--- src/rtl/mmio_pkg.sv ---
// Shared definitions for the memory-mapped UART transmitter: register addresses,
// TX engine state encoding and status-word bit positions.
package mmio_pkg;

  localparam logic [31:0] TX_DATA_ADDR   = 32'h0000_0FF0;
  localparam logic [31:0] TX_STATUS_ADDR = TX_DATA_ADDR + 32'd4;

  typedef enum logic [1:0] {
    IDLE  = 2'd0,
    START = 2'd1,
    DATA  = 2'd2,
    STOP  = 2'd3
  } uart_state_t;

  localparam int STAT_COUNT_LSB = 0;
  localparam int STAT_COUNT_W   = 5;
  localparam int STAT_BUSY_BIT  = 5;
  localparam int STAT_EMPTY_BIT = 6;
  localparam int STAT_FULL_BIT  = 7;
  localparam int STAT_DROP_LSB  = 8;

  function automatic logic [7:0] sat_inc8(input logic [7:0] v);
    return (v == 8'hFF) ? v : v + 8'd1;
  endfunction

endpackage

--- src/rtl/sync_fifo.sv ---
// Single-clock FIFO with first-word fall-through read data and an occupancy count.
module sync_fifo #(
  parameter int WIDTH = 8,
  parameter int DEPTH = 16,
  localparam int AW   = $clog2(DEPTH)
) (
  input  logic             clk,
  input  logic             rst,
  input  logic             push,
  input  logic             pop,
  input  logic [WIDTH-1:0] wdata,
  output logic [WIDTH-1:0] rdata,
  output logic             full,
  output logic             empty,
  output logic [AW:0]      count
);

  logic [WIDTH-1:0] mem [DEPTH];
  logic [AW-1:0]    wr_ptr;
  logic [AW-1:0]    rd_ptr;
  logic             do_push;
  logic             do_pop;

  assign full    = (count == (AW+1)'(DEPTH));
  assign empty   = (count == '0);
  assign do_push = push && !full;
  assign do_pop  = pop && !empty;
  assign rdata   = mem[rd_ptr];

  // NOTE: sequential state uses non-blocking (<=) so every register samples pre-edge values.
  always_ff @(posedge clk or posedge rst) begin
    if (rst) begin
      wr_ptr <= '0;
      rd_ptr <= '0;
      count  <= '0;
    end else begin
      if (do_push) wr_ptr <= wr_ptr + AW'(1);
      if (do_pop)  rd_ptr <= rd_ptr + AW'(1);
      case ({do_push, do_pop})
        2'b10:   count <= count + (AW+1)'(1);
        2'b01:   count <= count - (AW+1)'(1);
        default: count <= count;
      endcase
    end
  end

  // NOTE: storage has no reset; entries are only read after being written, and this keeps it RAM-mappable.
  always_ff @(posedge clk) begin
    if (do_push) mem[wr_ptr] <= wdata;
  end

endmodule

--- src/rtl/mmio_uart_tx.sv ---
// Store-bus snooping UART transmitter: stores to TX_ADDR queue a byte, and the
// TX engine drains the queue as back-to-back 8N1 frames.
module mmio_uart_tx
  import mmio_pkg::*;
#(
  parameter int          CLKS_PER_BIT = 868,
  parameter int          FIFO_DEPTH   = 16,
  parameter logic [31:0] TX_ADDR      = TX_DATA_ADDR
) (
  input  logic        clk,
  input  logic        rst,
  input  logic        memwrite,
  input  logic [31:0] dataadr,
  input  logic [31:0] writedata,
  output logic        tx,
  output logic        busy,
  output logic [31:0] status
);

  localparam int CW = $clog2(FIFO_DEPTH) + 1;
  localparam int BW = (CLKS_PER_BIT > 1) ? $clog2(CLKS_PER_BIT) : 1;
  localparam logic [BW-1:0] BAUD_LAST = BW'(CLKS_PER_BIT - 1);

  logic          tx_hit;
  logic          push;
  logic          pop;
  logic [7:0]    fifo_rdata;
  logic          fifo_full;
  logic          fifo_empty;
  logic [CW-1:0] fifo_count;
  logic [7:0]    drop_cnt;

  uart_state_t   state, state_next;
  logic [BW-1:0] baud_cnt, baud_next;
  logic [2:0]    bit_idx, bit_next;
  logic [7:0]    shift, shift_next;
  logic          tx_next;
  logic          baud_done;

  // Only the low byte of a store is transmitted.
  logic unused_wdata_hi;
  assign unused_wdata_hi = ^writedata[31:8];

  assign tx_hit = memwrite && (dataadr == TX_ADDR);
  assign push   = tx_hit && !fifo_full;

  sync_fifo #(
    .WIDTH (8),
    .DEPTH (FIFO_DEPTH)
  ) u_fifo (
    .clk   (clk),
    .rst   (rst),
    .push  (push),
    .pop   (pop),
    .wdata (writedata[7:0]),
    .rdata (fifo_rdata),
    .full  (fifo_full),
    .empty (fifo_empty),
    .count (fifo_count)
  );

  // Full is judged on the pre-edge state, so a same-cycle pop never rescues a push.
  always_ff @(posedge clk or posedge rst) begin
    if (rst)                     drop_cnt <= '0;
    else if (tx_hit && fifo_full) drop_cnt <= sat_inc8(drop_cnt);
  end

  assign baud_done = (baud_cnt == BAUD_LAST);

  // NOTE: every output of this block gets a default first, so no latch can be inferred.
  always_comb begin
    state_next = state;
    baud_next  = baud_cnt;
    bit_next   = bit_idx;
    shift_next = shift;
    pop        = 1'b0;

    case (state)
      IDLE: begin
        if (!fifo_empty) begin
          state_next = START;
          pop        = 1'b1;
          shift_next = fifo_rdata;
          baud_next  = '0;
        end
      end
      START: begin
        if (baud_done) begin
          state_next = DATA;
          bit_next   = '0;
          baud_next  = '0;
        end else begin
          baud_next = baud_cnt + BW'(1);
        end
      end
      DATA: begin
        if (baud_done) begin
          baud_next = '0;
          if (bit_idx == 3'd7) state_next = STOP;
          else                 bit_next   = bit_idx + 3'd1;
        end else begin
          baud_next = baud_cnt + BW'(1);
        end
      end
      STOP: begin
        if (baud_done) begin
          baud_next = '0;
          // Chain straight into the next start bit to avoid an idle gap.
          if (!fifo_empty) begin
            state_next = START;
            pop        = 1'b1;
            shift_next = fifo_rdata;
          end else begin
            state_next = IDLE;
          end
        end else begin
          baud_next = baud_cnt + BW'(1);
        end
      end
      default: state_next = IDLE;
    endcase

    // The line level is registered, so it is derived from where the FSM is going.
    case (state_next)
      START:   tx_next = 1'b0;
      DATA:    tx_next = shift_next[bit_next];
      default: tx_next = 1'b1;
    endcase
  end

  always_ff @(posedge clk or posedge rst) begin
    if (rst) begin
      state    <= IDLE;
      baud_cnt <= '0;
      bit_idx  <= '0;
      shift    <= '0;
      tx       <= 1'b1;
    end else begin
      state    <= state_next;
      baud_cnt <= baud_next;
      bit_idx  <= bit_next;
      shift    <= shift_next;
      tx       <= tx_next;
    end
  end

  assign busy = !fifo_empty || (state != IDLE);

  always_comb begin
    status = '0;
    status[STAT_COUNT_LSB +: STAT_COUNT_W] = STAT_COUNT_W'(fifo_count);
    status[STAT_BUSY_BIT]                  = busy;
    status[STAT_EMPTY_BIT]                 = fifo_empty;
    status[STAT_FULL_BIT]                  = fifo_full;
    status[STAT_DROP_LSB +: 8]             = drop_cnt;
  end

endmodule

--- config.mk ---
export PLATFORM = sky130hd
export DESIGN_NAME = mmio_uart_tx
export DESIGN_NICKNAME = d
export VERILOG_FILES = /design/src/rtl/mmio_pkg.sv /design/src/rtl/sync_fifo.sv /design/src/rtl/mmio_uart_tx.sv
export SDC_FILE = /design/constraint.sdc
export NUM_CORES = 1
export LEC_CHECK = 0
export BUFFER_PORTS_ARGS = -buffer_cell sky130_fd_sc_hd__buf_2
export CAP_MARGIN = 30
export CORE_AREA = 2 2 143 145
export CTS_CLUSTER_SIZE = 28
export DETAILED_ROUTE_END_ITERATION = 8
export DIE_AREA = 0 0 145 147
export GPL_TIMING_DRIVEN = 0
export MAX_ROUTING_LAYER = met4
export PLACE_DENSITY = 0.67
export SLEW_MARGIN = 20
export SYNTH_ARGS = -nofsm -noshare
export SYNTH_HDL_FRONTEND = slang
export SYNTH_SLANG_ARGS = --single-unit
--- constraint.sdc ---
create_clock -name clk -period 3.8 [get_ports clk]
set_input_delay 0.19 -clock clk [delete_from_list [all_inputs] [get_ports clk]]
set_output_delay 0.19 -clock clk [all_outputs]
set_load 0.02 [all_outputs]
# Word level (Yosys, flattened, before mapping)
# Memories as Yosys holds them, arrays and structs flattened.
# Index checks and enable logic that the tools add are counted.
# Widths: inputs -> output; s select.
# op_classes
n_addsub	7
magnitude_cmp	1
eq_ne	13
n_mux	26
n_bitwise	1
n_reduce_logical	14
# ops
operator	count
$eq 32x12->1 const B	1
$mux 10	2
$pmux 10 s2	1
$mux 8	2
$pmux 8 s2	1
$add 10x1->10 const B	1
$eq 10x10->1 const B	1
$mux 2	5
$pmux 5 s2	1
$mux 3	3
$add 4x1->4 const B	2
$add 8x1->8 const B	1
$eq 2x2->1 const B	4
$eq 8x8->1 const B	1
$pmux 2 s4	1
$eq 2x1->1 const B	3
$mux 1	6
$pmux 3 s2	1
$add 5x1->5 const B	1
$eq 5x5->1 const B	1
$logic_and 1x1->1	5
$logic_not 5->1	1
$sub 5x1->5 const B	1
$lt 3x4->1 const B	1
12 further kinds	15
# totals
ff_bits	45
ramBits	128
input_bits	67
wordCells	72
n_memories	1
# memory_table
memory	words	word_bits	rd	rd_ports_with_merged_regs	wr	line	source
u_fifo.mem	16	8	1	0	1	sync_fifo.sv:18	logic [WIDTH-1:0] mem [DEPTH];

# Longest topological paths before layout
# Gate-level depths: netlist of run 1.
# logic_depth
depth_word	7
depth_mapped	16

# By module
# A second synthesis of run 1 with hierarchy kept.
# unflattened
hier_cells	532
hier_area_um2	7792.5
# by_module_without_submodules
mod	instances	cells_each	area_each_um2
sync_fifo	1	333	5831.8
mmio_uart_tx	1	199	1960.6

# Least setup slack after synthesis of run 1
# No wires, ideal clock.
# synth_path
kind	reg2reg
startpoint	reg u_fifo.count[1]
endpoint	reg u_fifo.count[4]
arrival_ns	3.345
required_ns	3.675
setup_slack_ns	0.330
path_stages_with_launch	17
path_buffers	4
period_less_slack_ns	3.470
path_cell_list	dfrtp_1 -> buf_2 -> or4_1 -> nor2_1 -> or4_1 -> clkbuf_1 -> buf_2 -> ha_1 -> clkbuf_1 -> xor2_1 -> ha_1 -> o21a_1 -> o22a_1 -> a21oi_1 -> xor2_1 -> nor2_1 -> xnor2_1
# synth_via
elab_cells_between_ends	16
classes_between	add/sub: 2; eq/ne: 3; mux: 4; reduce/logical: 7
# synth_lines
element	line	source
start, declared	sync_fifo.sv:15	output logic [AW:0] count
start signal, assigned	sync_fifo.sv:40	2'b10: count <= count + (AW+1)'(1);
start signal, assigned	sync_fifo.sv:41	2'b01: count <= count - (AW+1)'(1);
start signal, assigned	sync_fifo.sv:42	default: count <= count;
$eq 5x5->1 *	sync_fifo.sv:24	assign full = (count == (AW+1)'(DEPTH));
net fifo_full	mmio_uart_tx.sv:28	logic fifo_full;
$logic_not 1->1 *	sync_fifo.sv:26, mmio_uart_tx.sv:45	
$logic_and 1x1->1	mmio_uart_tx.sv:45	assign push = tx_hit && !fifo_full;
$logic_and 1x1->1 *	sync_fifo.sv:26	assign do_push = push && !full;
$eq 2x1->1 or $eq 2x2->1 (tied branches)	sync_fifo.sv:39	case ({do_push, do_pop})
$pmux 5 s2 or $reduce_bool 2->1 (tied branches)	--	
# Mark *: on every way through the listed nets, which the timed path passes. The rest lies on a longest branch.
# A chain may end at the register's enable or synchronous reset.

# Worst setup path after layout of run 1
# Ends and elaborated chain as after synthesis.

==> results of run 1 <==
## metrics by stage
stage | worst slack (ns) | area (sq um)
after floorplan | 0.330 | 7890
after global placement | -0.241 | 8530
after detailed placement | -0.144 | 8650
after CTS | 0.0773 | 9240
after global routing | 0.0629 | 9240
final | 0.277 | 9240
## sequential cells by signal (all words and copies together) (netlist names)
| register | flops |
|---|---|
| u_fifo.mem | 128 |
| state | 2 |
| shift | 8 |
| baud_cnt | 10 |
| u_fifo.rd_ptr | 4 |
| u_fifo.wr_ptr | 4 |
| u_fifo.count | 5 |
| tx | 1 |
| drop_cnt | 8 |
| bit_idx | 3 |
## cell families (layout without fill, tap and decap cells)
logic type	Yosys count	count (layout)	share of synthesized area, %
adder cells (fa/ha/maj)	17	17	2.72
multiplexers	38	38	10.0
other	1	16	0.0479
AND/OR/NAND/NOR	120	120	8.63
flip-flops	173	173	63.5
buffers and inverters	59	159	4.41
AO/OA/AOI/OAI	77	77	8.04
XOR/XNOR	24	24	2.68
## cell usage in the layout (no fill, tap or decap), types with 4 or more instances in the layout
master,n
edfxtp_1,128
buf_2,70
dfrtp_1,44
mux4_2,32
nand2_1,29
nor2_1,26
buf_4,25
inv_1,17
clkbuf_16,17
ha_1,16
conb_1,16
xor2_1,14
xnor2_1,10
a22o_1,10
o21ai_0,9
a21oi_1,8
clkbuf_1,7
nor4_2,7
and2_1,7
nand3_1,7
nand4_1,6
o211a_1,5
a22oi_1,5
o211ai_1,5
buf_6,4
nor4_1,4
a21o_1,4
a41oi_1,4
## report_power, final
group | internal, uW | total (uW) | switching [uW]
Combinational | 31.1 | 82.7 | 51.6
Clock | 987 | 1740 | 755
Sequential | 2030 | 2030 | 0.00000152
Total | 3050 | 3850 | 807
## metal layers
| metal | part of all wire (%) | up-vias | global-route usage (%) |
|---|---|---|---|
| met5 | 0 | - | - |
| met4 | 1.4 | 0 | 4.85 |
| met3 | 5.3 | 18 | 4.60 |
| met2 | 52 | 142 | 28.6 |
| met1 | 41 | 2392 | 19.4 |
| li1 | - | 2153 | - |
## final timing paths
kind,startpoint,end
setup / recovery,u_fifo.count[1]$_DFFE_PP0P_,u_fifo.count[4]$_DFFE_PP0P_
min in group asynchronous,rst,baud_cnt[2]$_DFFE_PP0P_
max in group asynchronous,rst,u_fifo.count[1]$_DFFE_PP0P_
hold reg to reg,drop_cnt[5]$_DFFE_PP0P_,drop_cnt[5]$_DFFE_PP0P_
hold / removal,writedata[7],u_fifo.mem[0][7]$_DFFE_PP_
setup reg to reg,u_fifo.count[1]$_DFFE_PP0P_,u_fifo.count[4]$_DFFE_PP0P_
## cell type report
class,count,area [sq um],share of cell area [%]
clock inverter,13,154,1.67
clock buffer,19,433,4.68
timing repair buffer,70,380,4.12
multi-input combinational,292,2630,28.4
buffer,37,265,2.87
inverter,20,75.1,0.812
tap,270,338,3.66
sequential,173,4970,53.8
## what timing repair did
action | 4_1_cts | 5_1_grt
pin swaps | 0 | 0
hold buffers | 1 | 0
endpoints found under the setup margin | 1 | 1
resized for setup | 1 | 1
hold endpoints to repair | 21 | 0
==> Flow_metrics.wiki, run 1 <==
{| class="wikitable"
! Metric !! Value
|-
| IO Port Bufs || 60
|-
| Area overhead of the layout relative to synthesis || 18.0%
|-
| Drt via density || roughly 5.3
|-
| Placement Rows || 52
|-
| Areal power density over the cells || between 400 and 500 nW/um^2
|-
| EDFF count, synth || 128
|-
| Number of failing setup endpoints in the final timing report || 0
|-
| Biggest fanout along the worst timing path || 11
|-
| Final RePlAce weighted congestion || around 0.81
|-
| Clock Path Buffers || 2
|-
| Global route total overflow || 0
|-
| Final max-slew violation count || 0
|-
| Final worst-path cycle share || between 90 and 100%
|-
| Aggregate negative setup slack || 0 ns
|-
| Clock tree from TritonCTS || yes
|-
| Sum of net half-perimeters after detailed placement || around 11000 microns
|-
| Category of the worst setup path launch point || register
|-
| DRC || 0
|-
| Clock transition time at the flip-flop clock pins of the worst setup and hold paths || approximately 0.07 ns
|-
| Sequential fraction of the synthesis area || between 60% and 70%
|-
| Number of ports placed on the die boundary || ~100
|-
| Area enclosed by the die boundary || roughly 21000 sq um
|-
| Overall power after layout || roughly 3900 uW
|-
| Nets@finish || slightly below 700
|-
| Critical path buffer and inverter count || 2
|-
| Critical path required time || about 4 ns
|-
| Ys Warns || 0
|-
| Post-synth top area share || ~50%
|-
| Core Region || between 15000 and 20000 sq um
|-
| Number of antenna violations at the first check in global routing || 0
|-
| First-pass GRT wire length || approximately 26000 microns
|-
| Count of cells along the worst hold path || 1
|-
| Post-layout min period || ~3.5 ns
|-
| Max Cap Viol || 0
|-
| Cell count after synthesis || ~510
|-
| Sink count of the clock tree || ~170
|-
| Initial detailed-routing violation count || 457
|-
| R2r worst-path depth || 14
|-
| Drt first pass iters || 5
|-
| Diode insertion count for antenna repair || 0
|-
| Overall routing resource usage || between 15 and 20%
|-
| Number of clock buffers inserted by TritonCTS || 17
|-
| Critical-path cell with the highest stage delay || or4_1
|-
| Largest cells by area after synthesis || edfxtp_1, dfrtp_1, mux4_2
|-
| Relative slew margins || about two fifths
|-
| Distinct cell type count after synthesis || between 60 and 70
|-
| Summed instance area of the synthesized netlist || 7830 sq um
|-
| Post-layout util || approximately 47%
|-
| Transition time at the pin with the least slew margin || ~0.91 ns
|-
| Post-CTS repair timing setup buffer count || 0
|-
| Mean area per synthesized cell || 15.4 sq um
|-
| Slowest stage delay, CP || 0.52 ns
|-
| Total wire length after detailed routing || 16300 microns
|-
| Most repeated cell in the gate-level netlist after synthesis || edfxtp_1
|-
| Proportion of synthesized flip-flops having asynchronous set or reset || 26.0%
|-
| Initial cell density of the core || between 30% and 40%
|-
| Worst path top cell family by delay || simple AND/OR/NAND/NOR gates
|-
| Wire length per cell || ~18 microns
|-
| Dominant register cell in the synthesized netlist || edfxtp_1
|-
| CTS HTree Levels || 4
|-
| Largest area contributor in the synthesized netlist || edfxtp_1
|-
| Final hold violation count || 0
|-
| Clk root buf || clkbuf_16
|-
| Final standard cell count with taps included and fillers excluded || ~890
|-
| Tightest hold margin || about 0.14 ns
|-
| Hold crit path type || in -> reg
|-
| Placed insts || between 800 and 900
|-
| Maximum clock frequency || roughly 280 MHz
|-
| FF-to-FF setup slack || 0.28 ns
|-
| Total of flip-flops plus latches after synthesis || between 150 and 200
|-
| Fraction of final layout cells sized beyond drive strength 1 || roughly 31%
|-
| Commonest cells post-synth || edfxtp_1, dfrtp_1, mux4_2
|-
| Pin count of the biggest net entering global routing || 24
|-
| Lkg Pwr || roughly 0.0035 uW
|-
| Worst supply voltage drop on vdd || ~340 uV
|-
| Type of the worst setup path || reg -> reg
|-
| Worst path depth || 14
|-
| Setup Skew || roughly 0.013 ns
|-
| Capturing element type of the critical path || register
|-
| Total via count in the routed design || roughly 4700
|-
| Fill cell count || between 1500 and 2000
|-
| Cell chain of the critical path || buf_2 > or4_1 > nor2_1 > or4_1 > buf_4 > ha_2 > xor2_1 > ha_1 > o21a_1 > o22a_1 > a21oi_1 > xor2_1 > nor2_1 > xnor2_1
|-
| Status || finished clean
|-
| Floorplan die height || around 150 microns
|-
| Worst-Skew Late Latency || 0.43 ns
|-
| Die boundary width || about 150 microns
|-
| Antenna viol nets, final || 0
|-
| Data arrival time of the critical path || about 3.8 ns
|-
| Unrepaired setup endpoints after global routing || false
|-
| Number of global-route vias before repair || approximately 4900
|}
Power figures use the tool's default switching activity.
==> run 2, diff against run 1 <==
--- a/config.mk
+++ b/config.mk
@@ -11,7 +11,6 @@
 export CTS_CLUSTER_SIZE = 28
 export DETAILED_ROUTE_END_ITERATION = 8
 export DIE_AREA = 0 0 145 147
-export GPL_TIMING_DRIVEN = 0
 export MAX_ROUTING_LAYER = met4
 export PLACE_DENSITY = 0.67
 export SLEW_MARGIN = 20
==> run 2 against run 1 <==
Net effect:
- via count down 3.7%
- combinational power down 17%
- power up 1.7%
- die area unchanged
- setup slack better by 0.084 ns
- fmax up 2.4%
- non-clock buffer count down 29
- clock-buffer cell count up 1
==> Flow_metrics.wiki, run 2 (same netlist as run 1, synthesis figures left out) <==
{| class="wikitable"
! Metric !! Value
|-
| Number of ports placed on the die boundary || 101
|-
| Number of failing setup endpoints in the final timing report || 0
|-
| Fill cell count || around 1700
|-
| Transition time at the pin with the least slew margin || 0.955 ns
|-
| Worst path top cell family by delay || adder cells
|-
| Initial detailed-routing violation count || between 300 and 400
|-
| Relative slew margins || between 30 and 40%
|-
| Nets@finish || between 600 and 700
|-
| Post-placement setup slack || roughly 0.39 ns
|-
| Areal power density over the cells || 433 nW/um^2
|-
| Total of cells resized after clock tree synthesis || 0
|-
| Slowest stage delay, CP || roughly 0.41 ns
|-
| Drt via density || between 5 and 6
|-
| Overall routing resource usage || ~15%
|-
| Worst-Skew Late Latency || 0.43 ns
|-
| Sink count of the clock tree || 173
|-
| Multi-input combinational cell area || around 2600 sq um
|-
| Post-route worst setup slack || around 0.36 ns
|-
| CTS HTree Levels || 4
|-
| Setup Skew || ~0.014 ns
|-
| Flip-flop count of the largest register after layout || about 130
|-
| Status || finished clean
|-
| Lkg Pwr || 0.00343 uW
|-
| Flop pwr share || 51.8%
|-
| Fraction of final layout cells sized beyond drive strength 1 || around 27%
|-
| Core Region || 19800 sq um
|-
| Maximum clock frequency || roughly 290 MHz
|-
| Number of antenna violations at the first check in global routing || 0
|-
| Initial cell density of the core || approximately two fifths
|-
| Number of global-route vias before repair || 4571
|-
| Diode insertion count for antenna repair || 0
|-
| Clock Path Buffers || 2
|-
| Relative contribution of the clock network to total power || approximately 46%
|-
| Clock transition time at the flip-flop clock pins of the worst setup and hold paths || 0.07 ns
|-
| Pin count of the biggest net entering global routing || 29
|-
| Final max-slew violation count || 0
|-
| Max Cap Viol || 0
|-
| First-pass GRT wire length || 24500 microns
|-
| Fraction of power spent switching nets || approximately a fifth
|-
| Area enclosed by the die boundary || 21300 sq um
|-
| Internal portion of total power || between 3000 and 4000 uW
|-
| Type of the worst setup path || reg -> reg
|-
| Worst supply voltage drop on vdd || approximately 340 uV
|-
| Hold crit path type || in -> reg
|-
| Cell chain of the critical path || inv_1 > ha_1 > a21oi_1 > nand2_2 > inv_2 > ha_1 > xor2_1 > ha_1 > o21a_1 > o22a_1 > a21oi_1 > xor2_1 > nor2_1 > xnor2_1
|-
| Combinational power share || between 1.5 and 2%
|-
| Final hold violation count || 0
|-
| Number of clock buffers inserted by TritonCTS || 17
|-
| Capturing element type of the critical path || register
|-
| Final worst-path cycle share || between 90% and 100%
|-
| Cts-stage hold buffer count || 1
|-
| Post-CTS repair timing setup buffer count || 0
|-
| Antenna viol nets, final || 0
|-
| Clock tree from TritonCTS || yes
|-
| Power spent charging and discharging nets || a little under 800 uW
|-
| Critical path required time || approximately 4.1 ns
|-
| Unrepaired setup endpoints after global routing || false
|-
| Sum of net half-perimeters after detailed placement || 10400 microns
|-
| Global route total overflow || 0
|-
| Final RePlAce weighted congestion || slightly above 0.8
|-
| Clk root buf || clkbuf_16
|-
| Crit-path most repeated cell || ha_1
|-
| Biggest registers after layout || u_fifo.mem: 128 flops, baud_cnt: 10 flops
|-
| Critical path buffer and inverter count || 2
|-
| Category of the worst setup path launch point || register
|-
| Die boundary width || 145 microns
|-
| Total wire length after detailed routing || 15300 microns
|-
| DRC || 0
|-
| Floorplan die height || 147 microns
|-
| Area overhead of the layout relative to synthesis || 15.5%
|-
| IO Port Bufs || 60
|-
| Area occupied by registers || 4970 sq um
|-
| Biggest fanout along the worst timing path || 10
|-
| Wire length per cell || approximately 18 microns
|-
| Leading cell types in the layout, fill and taps excluded || edfxtp_1, buf_2, dfrtp_1
|-
| Register bank with the most flops || u_fifo.mem
|-
| Post-layout min period || between 3 and 4 ns
|-
| Total via count in the routed design || about 4500
|-
| Critical-path cell with the highest stage delay || dfrtp_1
|-
| Data arrival time of the critical path || 3.74 ns
|-
| Leading cell type in the layout, fill and taps excluded || edfxtp_1
|-
| Placement Rows || 52
|-
| Drt first pass iters || 5
|-
| Aggregate negative setup slack || 0 ns
|}
[run 2: cell types whose count changed in the layout (fill, tap and decap cells not counted), sizes merged]
cell    change
clkbuf      -5
buf        -23
clkinv      -1
bufinv      +1
inv         -1
[run 2: area by class of cell]
cell class,count,area share (%)
inverters,20,0.830
clock buffers,20,4.94
flip-flops and latches,173,55.0
clock inverters,12,1.99
multi-input cells,292,28.4
well taps,270,3.73
repair buffers,78,5.12
[run 2: worst register-to-register path: cells and delay by family, from the launching register on]
kind | cells | cell delay (ns)
xor gates and xnor gates | 3 | 0.41
and+or+nand+nor | 2 | 0.29
AOI/OAI and AO/OA | 4 | 0.88
DFF | 1 | 0.41
adders and majority gates | 3 | 1.01
buffers and inverters | 2 | 0.31
[run 2: path summary, 6_finish.rpt]
check                                        start                           end  slack, ns  cells after the start
hold reg to reg            drop_cnt[5]$_DFFE_PP0P_       drop_cnt[5]$_DFFE_PP0P_       0.50                      1
min in group asynchronous                      rst  u_fifo.wr_ptr[2]$_DFFE_PP0P_       0.32                      3
setup / recovery                state[1]$_DFF_PP0_   u_fifo.count[4]$_DFFE_PP0P_       0.36                     14
max in group asynchronous                      rst                  tx$_DFF_PP1_       2.91                      4
setup reg to reg                state[1]$_DFF_PP0_   u_fifo.count[4]$_DFFE_PP0P_       0.36                     14
hold / removal                        writedata[7]   u_fifo.mem[14][7]$_DFFE_PP_       0.14                      1
[run 2: routing by layer]
layer,track usage (%),vias up,part of all wire (%)
met5,-,-,0
met4,4.60,0,1.3
met3,3.11,15,4.6
met2,25.4,119,50
met1,19.5,2298,44
li1,-,2098,-
[run 2: power by group through the flow]
stage          Clock, uW  Sequential [uW]  Combinational (uW)
2_1_floorplan          0             2070                36.5
4_1_cts             1850             2030                69.6
3_3_place_gp           0             2070                62.7
6_report            1820             2030                68.8
5_1_grt             1930             2030                77.6
3_5_place_dp           0             2070                68.8
[run 2: through the flow]
stage / util [%] / hold slack (ns) / total power [uW] / cell area, sq um / std cells
after detailed placement: 42.4 / 0.221 / 2140 / 8410 / 832
after global placement: 42.3 / 0.468 / 2130 / 8390 / 831
final: 45.6 / 0.142 / 3920 / 9050 / 865
after global routing: 45.6 / 0.147 / 4030 / 9050 / 865
after floorplan: - / 0.289 / 2110 / 7890 / 524
after CTS: 45.6 / 0.127 / 3950 / 9050 / 865
==> run 3, diff against run 2 <==
==> constraint.sdc (replaced) <==
create_clock -name clk -period 4.2 [get_ports clk]
set_input_delay 0.21 -clock clk [delete_from_list [all_inputs] [get_ports clk]]
set_output_delay 0.21 -clock clk [all_outputs]
set_load 0.02 [all_outputs]
==> run 3 against run 2 <==
Net effect:
- cell area down 0.80%
- die area unchanged
- highest routed layer unchanged
- sequential share of layout area up 0.44 points
- final cell count down 0.35%
- register-to-register slack better by 0.40 ns
- first-iteration DRC count is 2.3% higher
- sequential cell count is the same
- clock power shrank 14%
- critical path depth did not move
- clock-buffer cell count fell by 2
==> Flow_metrics.wiki, run 3 (same netlist as run 1, synthesis figures left out) <==
{| class="wikitable"
! Metric !! Value
|-
| Category of the worst setup path launch point || register
|-
| Total wire length after detailed routing || 15300 microns
|-
| Global route total overflow || 0
|-
| Clock tree from TritonCTS || yes
|-
| Fraction of final layout cells sized beyond drive strength 1 || ~27%
|-
| Clock transition time at the flip-flop clock pins of the worst setup and hold paths || about 0.070 ns
|-
| Drt via density || 5.24
|-
| Maximum clock frequency || approximately 290 MHz
|-
| Flip-flop count of the largest register after layout || 128
|-
| IO Port Bufs || 60
|-
| CTS HTree Levels || 4
|-
| Initial detailed-routing violation count || about 360
|-
| Data arrival time of the critical path || 3.74 ns
|-
| Antenna viol nets, final || 0
|-
| Post-CTS repair timing setup buffer count || 0
|-
| Number of global-route vias before repair || around 4600
|-
| Total via count in the routed design || roughly 4500
|-
| Number of ports placed on the die boundary || ~100
|-
| Final standard cell count with taps included and fillers excluded || approximately 860
|-
| Sink count of the clock tree || ~170
|-
| Post-layout min period || approximately 3.4 ns
|-
| Number of clock buffers inserted by TritonCTS || 17
|-
| Core Region || about 20000 sq um
|-
| Overall routing resource usage || between 10% and 20%
|-
| Diode insertion count for antenna repair || 0
|-
| Leading cell types in the layout, fill and taps excluded || edfxtp_1, buf_2, dfrtp_1
|-
| Critical path required time || approximately 4.5 ns
|-
| Placed insts || 830
|-
| Die boundary width || 145 microns
|-
| Biggest fanout along the worst timing path || 10
|-
| Max Cap Viol || 0
|-
| Internal portion of total power || 2740 uW
|-
| Worst-Skew Late Latency || 0.42 ns
|-
| Relative contribution of the clock network to total power || ~45%
|-
| Areal power density over the cells || around 390 nW/um^2
|-
| Type of the worst setup path || reg -> reg
|-
| Post-placement setup slack || around 0.79 ns
|-
| Sum of net half-perimeters after detailed placement || around 10000 microns
|-
| Area enclosed by the die boundary || around 21000 sq um
|-
| Floorplan die height || 147 microns
|-
| Transition time at the pin with the least slew margin || roughly 1 ns
|-
| Final max-slew violation count || 0
|-
| Clock Path Buffers || 2
|-
| Hold crit path type || in -> reg
|-
| First-pass GRT wire length || around 25000 microns
|-
| Setup Skew || between 0.009 and 0.01 ns
|-
| Relative slew margins || approximately 35%
|-
| Number of failing setup endpoints in the final timing report || 0
|-
| Capturing element type of the critical path || register
|-
| Post-route worst setup slack || 0.764 ns
|-
| Final worst-path cycle share || just over 80%
|-
| Unrepaired setup endpoints after global routing || false
|-
| Wire length per cell || 17.8 microns
|-
| Fraction of power spent switching nets || between 20% and 30%
|-
| Area overhead of the layout relative to synthesis || 14.6%
|-
| DRC || 0
|-
| Pin count of the biggest net entering global routing || 33
|-
| Status || finished clean
|-
| Nets@finish || between 600 and 700
|-
| Combinational power share || 1.8%
|-
| Number of antenna violations at the first check in global routing || 0
|-
| Placement Rows || 52
|-
| Drt first pass iters || 6
|-
| Flop pwr share || 53.1%
|-
| Overall power after layout || ~3500 uW
|-
| Clk root buf || clkbuf_16
|-
| Lkg Pwr || ~0.0034 uW
|-
| Biggest registers after layout || u_fifo.mem: 128 flops, baud_cnt: 10 flops
|-
| Initial cell density of the core || 39.5%
|-
| Aggregate negative setup slack || 0 ns
|-
| Register bank with the most flops || u_fifo.mem
|-
| Worst supply voltage drop on vdd || 287 uV
|-
| Leading cell type in the layout, fill and taps excluded || edfxtp_1
|-
| Tightest hold margin || around 0.17 ns
|-
| Final RePlAce weighted congestion || 0.835
|-
| Final hold violation count || 0
|-
| Power spent charging and discharging nets || between 700 and 800 uW
|}
## run 3: changes by cell type in the layout (fill, tap and decap cells not counted)
cell / before / now
inv_6: 2 / 4
buf_12: 2 / 1
buf_4: 15 / 14
bufinv_16: 3 / 2
clkbuf_1: 2 / 1
clkbuf_8: 1 / 0
clkinv_1: 0 / 1
clkinv_4: 2 / 3
clkinv_8: 1 / 0
inv_8: 3 / 2
## run 3: final timing paths
kind | start | end | slack (ns) | cells past startpoint
max | state[1]$_DFF_PP0_ | u_fifo.count[4]$_DFFE_PP0P_ | 0.76 | 14
min | writedata[5] | u_fifo.mem[4][5]$_DFFE_PP_ | 0.17 | 1
max reg2reg | state[1]$_DFF_PP0_ | u_fifo.count[4]$_DFFE_PP0P_ | 0.76 | 14
min reg2reg | drop_cnt[6]$_DFFE_PP0P_ | drop_cnt[6]$_DFFE_PP0P_ | 0.50 | 1
max in group asynchronous | rst | tx$_DFF_PP1_ | 3.31 | 4
min in group asynchronous | rst | drop_cnt[4]$_DFFE_PP0P_ | 0.33 | 3
## run 3: power groups by stage
stage / Clock (uW) / Combinational [uW] / Sequential (uW)
2_1_floorplan: 0 / 33.0 / 1870
3_5_place_dp: 0 / 62.0 / 1870
5_1_grt: 1660 / 69.3 / 1840
4_1_cts: 1590 / 63.0 / 1840
6_report: 1560 / 62.1 / 1840
3_3_place_gp: 0 / 56.4 / 1870
## run 3: timing repair
action	CTS	global route
resized for setup	0	0
setup endpoints to repair	0	0
hold buffers	1	0
endpoints found under the hold margin	17	0
## run 3: per-stage QoR
step / cell area (sq um) / utilization [%]
2_1_floorplan: 7890 / -
3_3_place_gp: 8360 / 42.1
3_5_place_dp: 8380 / 42.2
4_1_cts: 8970 / 45.2
5_1_grt: 8970 / 45.2
6_report: 8970 / 45.2
## run 3: per-layer routing
metal,wire [microns],part of all wire [%],track usage (%)
met5,0,0,-
met2,7740,50,25.8
met3,687,4.5,3.91
met4,166,1.1,4.85
met1,6740,44,19.1
## run 3: cell type report
cell class | instances | area (sq um)
inverter | 20 | 75.1
clock inverter | 13 | 153
timing repair buffer | 76 | 435
clock buffer | 18 | 429
multi-input combinational | 292 | 2570
tap | 270 | 338
fill | 1697 | 10900
sequential | 173 | 4970
## run 3: worst max-delay path: stages (launching register included)
cell and delay (ns):
dfrtp_1 0.42, inv_1 0.11, ha_1 0.40, a21oi_1 0.36, nand2_2 0.21, inv_2 0.20
ha_1 0.38, xor2_1 0.12, ha_1 0.22, o21a_1 0.17, o22a_1 0.19, a21oi_1 0.18
xor2_1 0.16, nor2_1 0.07, xnor2_1 0.12
